<file path="config.mk">
export PLATFORM = sky130hd
export DESIGN_NAME = rx_cmd_serial
export DESIGN_NICKNAME = d
export VERILOG_FILES = /design/src/rtl/rx_cmd_serial.sv
export SDC_FILE = /design/constraint.sdc
export NUM_CORES = 1
export LEC_CHECK = 0
export ABC_CLOCK_PERIOD_IN_PS = 3850
export CAP_MARGIN = 20
export CORE_ASPECT_RATIO = 2
export CORE_MARGIN = 4
export CORE_UTILIZATION = 55
export DETAILED_ROUTE_END_ITERATION = 16
export GPL_ROUTABILITY_DRIVEN = 0
export PLACE_DENSITY = 0.77
export SLEW_MARGIN = 15
export SYNTH_ARGS = -nofsm -noshare
export SYNTH_HDL_FRONTEND = slang
export SYNTH_SLANG_ARGS = --single-unit
</file>
<file path="constraint.sdc">
create_clock -name clk2 -period 3.85 [get_ports clk2]
set_input_delay 1.155 -clock clk2 [delete_from_list [all_inputs] [get_ports clk2]]
set_output_delay 1.155 -clock clk2 [all_outputs]
set_load 0.05 [all_outputs]
</file>
<file path="src/rtl/rx_cmd_serial.sv">
// rx_cmd_serial: serial command receiver with register bank, display and error flags
module rx_cmd_serial #(
  parameter int DATA_W = 4,
  parameter int OP_W   = 4,
  parameter int ADDR_W = 2
) (
  input  logic                     clk2,
  input  logic                     rst_n,
  input  logic                     transmission,
  output logic [DATA_W+OP_W-1:0]   ledData,
  output logic [DATA_W:0]          display,
  output logic                     cmd_valid,
  output logic                     frame_err,
  output logic                     op_err,
  output logic                     busy
);
  localparam int MAX_W = (DATA_W > OP_W) ? ((DATA_W > ADDR_W) ? DATA_W : ADDR_W)
                                         : ((OP_W > ADDR_W) ? OP_W : ADDR_W);
  localparam int CNT_W = (MAX_W > 1) ? $clog2(MAX_W) : 1;
  localparam int DEPTH = 2 ** ADDR_W;
  typedef enum logic [2:0] {IDLE, DATA, OP, ADDR, STOP, BRK} state_t;
  state_t                   state_q, state_d;
  logic [CNT_W-1:0]         cnt_q, cnt_d;
  logic [DATA_W+OP_W-1:0]   led_q, led_d;
  logic [ADDR_W-1:0]        addr_q, addr_d;
  logic [DATA_W:0]          disp_q, disp_d;
  logic [DATA_W-1:0]        bank_q [DEPTH];
  logic                     cmd_valid_q, frame_err_q, op_err_q, busy_q;
  logic                     exec, ferr, op_clean, op_store, op_show, op_sshow, op_clr, op_known;
  logic [OP_W-1:0]          op_v;
  logic [DATA_W-1:0]        data_v;
  // state and bit-counter register
  always_ff @(posedge clk2 or negedge rst_n) begin
    if (!rst_n) begin
      state_q <= IDLE;
      cnt_q   <= '0;
    end else begin
      state_q <= state_d;
      cnt_q   <= cnt_d;
    end
  end
  // next state; the counter reloads with the field length minus one on each field entry
  always_comb begin
    state_d = state_q;
    cnt_d   = cnt_q;
    case (state_q)
      IDLE: begin
        state_d = transmission ? IDLE : DATA;
        cnt_d   = CNT_W'(DATA_W - 1);
      end
      DATA: begin
        state_d = (cnt_q == '0) ? OP : DATA;
        cnt_d   = (cnt_q == '0) ? CNT_W'(OP_W - 1) : cnt_q - 1'b1;
      end
      OP: begin
        state_d = (cnt_q == '0) ? ADDR : OP;
        cnt_d   = (cnt_q == '0) ? CNT_W'(ADDR_W - 1) : cnt_q - 1'b1;
      end
      ADDR: begin
        state_d = (cnt_q == '0) ? STOP : ADDR;
        cnt_d   = cnt_q - 1'b1;
      end
      STOP:    state_d = transmission ? IDLE : BRK;
      BRK:     state_d = transmission ? IDLE : BRK;
      default: state_d = IDLE;
    endcase
  end
  // field capture, opcode decode and next display value
  always_comb begin
    op_v     = led_q[OP_W-1:0];
    data_v   = led_q[OP_W +: DATA_W];
    exec     = (state_q == STOP) && transmission;
    ferr     = (state_q == STOP) && !transmission;
    op_clean = op_v == OP_W'(1);
    op_store = op_v == OP_W'(2);
    op_show  = op_v == OP_W'(4);
    op_sshow = op_v == OP_W'(6);
    op_clr   = op_v == OP_W'(8);
    op_known = (op_v == '0) || op_clean || op_store || op_show || op_sshow || op_clr;
    led_d    = led_q;
    addr_d   = addr_q;
    if (state_q == DATA) led_d[OP_W + int'(cnt_q)] = transmission;
    if (state_q == OP) led_d[int'(cnt_q)] = transmission;
    if (state_q == ADDR) addr_d[int'(cnt_q)] = transmission;
    disp_d = !exec               ? disp_q :
             (op_clean || op_clr) ? {1'b1, {DATA_W{1'b0}}} :
             op_show              ? {1'b0, bank_q[addr_q]} :
             op_sshow             ? {1'b0, data_v} : disp_q;
  end
  // datapath, bank writes and registered status pulses
  always_ff @(posedge clk2 or negedge rst_n) begin
    if (!rst_n) begin
      led_q       <= '0;
      addr_q      <= '0;
      disp_q      <= {1'b1, {DATA_W{1'b0}}};
      cmd_valid_q <= 1'b0;
      frame_err_q <= 1'b0;
      op_err_q    <= 1'b0;
      busy_q      <= 1'b0;
      for (int k = 0; k < DEPTH; k++) bank_q[k] <= '0;
    end else begin
      led_q       <= led_d;
      addr_q      <= addr_d;
      disp_q      <= disp_d;
      cmd_valid_q <= exec;
      frame_err_q <= ferr;
      op_err_q    <= exec && !op_known;
      busy_q      <= state_d != IDLE;
      for (int k = 0; k < DEPTH; k++) begin
        if (exec && op_clr) bank_q[k] <= '0;
        else if (exec && (op_store || op_sshow) && addr_q == ADDR_W'(k)) bank_q[k] <= data_v;
      end
    end
  end
  assign ledData   = led_q;
  assign display   = disp_q;
  assign cmd_valid = cmd_valid_q;
  assign frame_err = frame_err_q;
  assign op_err    = op_err_q;
  assign busy      = busy_q;
endmodule

</file>
==> out/metrics.cfg <==
[synth]
yosysMostFrequentCell=dfrtp_1
synth_area_leaders=dfrtp_1, mux2i_1, mux2_2
yosysUniqueCellTypes=37
synth-seq-cells=40
ys_warn_count=0
synthArstFlopShare=1.00
avgSynthCellArea_sq_um=11.8
yosysTopAreaCellShare=0.488
yosysTopAreaCell=dfrtp_1
seq_area_frac_synth=0.501
synth_edf_count=0
netlist_area_sq_um=2000
synth_flop_cell=dfrtp_1
synth_top_cells_by_count=dfrtp_1, nor2_1, mux2i_1
synthCells=170
syn_nets=177

[setup_path]
cp_data_required_time_ns=2.69
cp_cell_sequence=clkdlybuf4s50_1
slowest_stage=clkdlybuf4s50_1
r2r_start=state_q[0]$_DFF_PN0_
critPathKind=flop to output pin
cp_top_family=buffers and inverters
critical_path.endpoint=ledData[1]
crit_path_max_incr_delay_ns=0.90
critPathLaunchType=flop
rrSetupSlack_ns=2.07
cp_max_fo=12
cp_num_buf_inv=1
cp.arrival_ns=1.84
crit_path_start=ledData[1]$_DFFE_PN0P_
endpoint_kind=output pin
r2r-end=bank_q[0]$_DFFE_PN0P_
cp_num_cells=1
ff2ff_path_depth=3

[global_route]
grt_pass1_wl_mm=6.40
top_usage_layer=met2
antenna_found_initial=0
track_usage=0.185
met1_usage=0.175
grt_max_degree=41
grt_overflow=0
gr-usage-met2=0.353
met3_usage=0.0431
grt_pass1_vias=1382

[clock_network]
hold_buffers=0
cts_tree=yes
cts_resized=0
clock_path_buffers=2
postCtsSetupBuffers=0
clk_pin_slew_ns=0.07
clk_latency_ns=0.29
htreeDepth=2
cts_made_buffers=5
cts-root-buf=clkbuf_8
cts_sinks=40

[sta]
tns_ns=0
worstMarginPinSlew_ns=0.854
fin_skew_ns=0.00853
finalHoldViolCount=0
maxSlewHeadroom=0.431
slew_violations=0
finalSetupViolations=0
min_period_ns=3.00
max_freq_ghz=0.333
rsz0062_at_grt=false
min_period_over_period=0.779

[routing]
drt-total-wl_mm=3.77
num_vias=1311
vias_per_cell=5.53
post_drt_wl_per_cell_microns=15.9
drc=0
first_pass_iters=4
ant_nets=0
drt_iter0_markers=12

[final_layout]
final_area_sq_um=2300
drive_gt1_frac=0.185
areaGrowthSynthToFinish_pct=15.2
fin_util=0.667
num_antenna_cells=0
fillCellCount=278
nNetsFinal=195

[power_and_ir_drop]
sw_frac_of_total=0.407
share_comb_of_total_power=0.384
irDropWorstVdd_v=0.000452
p_leak_nw=1.07
internal_power_w=0.000985
power_density_nw_per_um2=720
p_switching_w=0.000676
clkPwrFrac=0.201
finalPower_w=0.00166
pwr-share-seq=0.416

[die]
core-area_sq_um=3450
rows=30
dieArea_sq_um=4720
start_util=0.579
die_w_microns=50.6
die_y_microns=93.3
num_io_pins=20

[worst_hold_path]
hold_class=flop to flop
min_from=display[4]$_DFFE_PN1P_

[placement]
numPortBuffers=19
place_area_sq_um=2190
post-dp-hpwl_mm=2.88

[outcome]
outcome=finished clean

[flow_run]
drv_cap=0

## final cells by class
| cell class | instances | area (sq um) | share of cell area |
|---|---|---|---|
| Multi-Input combinational cell | 116 | 920 | 0.399 |
| Clock inverter | 3 | 42.5 | 0.0185 |
| Tap cell | 48 | 60.1 | 0.0261 |
| Inverter | 5 | 18.8 | 0.00814 |
| Clock buffer | 5 | 68.8 | 0.0299 |
| Sequential cell | 40 | 1000 | 0.435 |
| Timing Repair Buffer | 20 | 193 | 0.0836 |
## power groups by stage
| stage | Combinational, W | Sequential (W) | Clock [W] |
|---|---|---|---|
| finish | 0.000637 | 0.000690 | 0.000333 |
| global route | 0.000686 | 0.000718 | 0.000361 |
| CTS | 0.000645 | 0.000691 | 0.000342 |
| detailed placement | 0.000643 | 0.000699 | 0 |
| global placement | 0.000630 | 0.000688 | 0 |
| floorplan | 0.000383 | 0.000777 | 0 |
## worst min-delay path by stage
stage / endpoint / slack (ns) / depth (start not counted)
final: display[4]$_DFFE_PN1P_ / 0.49 / 2
after global routing: display[4]$_DFFE_PN1P_ / 0.52 / 2
after CTS: display[4]$_DFFE_PN1P_ / 0.49 / 2
after detailed placement: display[4]$_DFFE_PN1P_ / 0.48 / 2
after global placement: display[4]$_DFFE_PN1P_ / 0.47 / 2
after floorplan: bank_q[4]$_DFFE_PN0P_ / 0.48 / 2
## sequential cells by signal (all words and copies together), names as in the netlist
name,flops
cmd_valid,1
addr_q,2
op_err,1
ledData,8
display,5
frame_err,1
bank_q,16
state_q,3
cnt_q,2
busy,1
## metal layers
metal  part of all wire  wire [microns]  vias to the layer above
li1                   -               -                      624
met1               0.35            1320                      666
met2               0.61            2280                       17
met3              0.026              99                        4
met4              0.020              74                        0
met5                  0               0                        -
## placed cells by master (no fill, tap or decap), drive strengths merged, types with 5 or more instances in the layout
cell           count
mux2i             16
dfrtp             39
clkbuf             5
clkdlybuf4s50     18
nand2b             8
nand2              6
inv                5
a21oi              5
mux2              14
nor2              28
## through the flow
step	setup slack (ns)	hold slack, ns	cells
floorplan	1.76	0.481	170
global placement	1.03	0.465	229
detailed placement	1.01	0.480	229
CTS	0.828	0.491	237
global route	0.758	0.518	237
finish	0.850	0.486	237
## logic make-up (layout without fill, tap and decap cells)
kind of cell | Yosys count | count (layout) | synth area share
fa+ha+maj | 5 | 5 | 0.0300
simple gates | 60 | 60 | 0.168
mux | 34 | 34 | 0.204
xor+xnor | 2 | 2 | 0.00876
buf+inv | 14 | 33 | 0.0394
flops | 40 | 40 | 0.501
compound gates | 15 | 15 | 0.0488
Note: power is estimated with default switching activity, not from simulation.
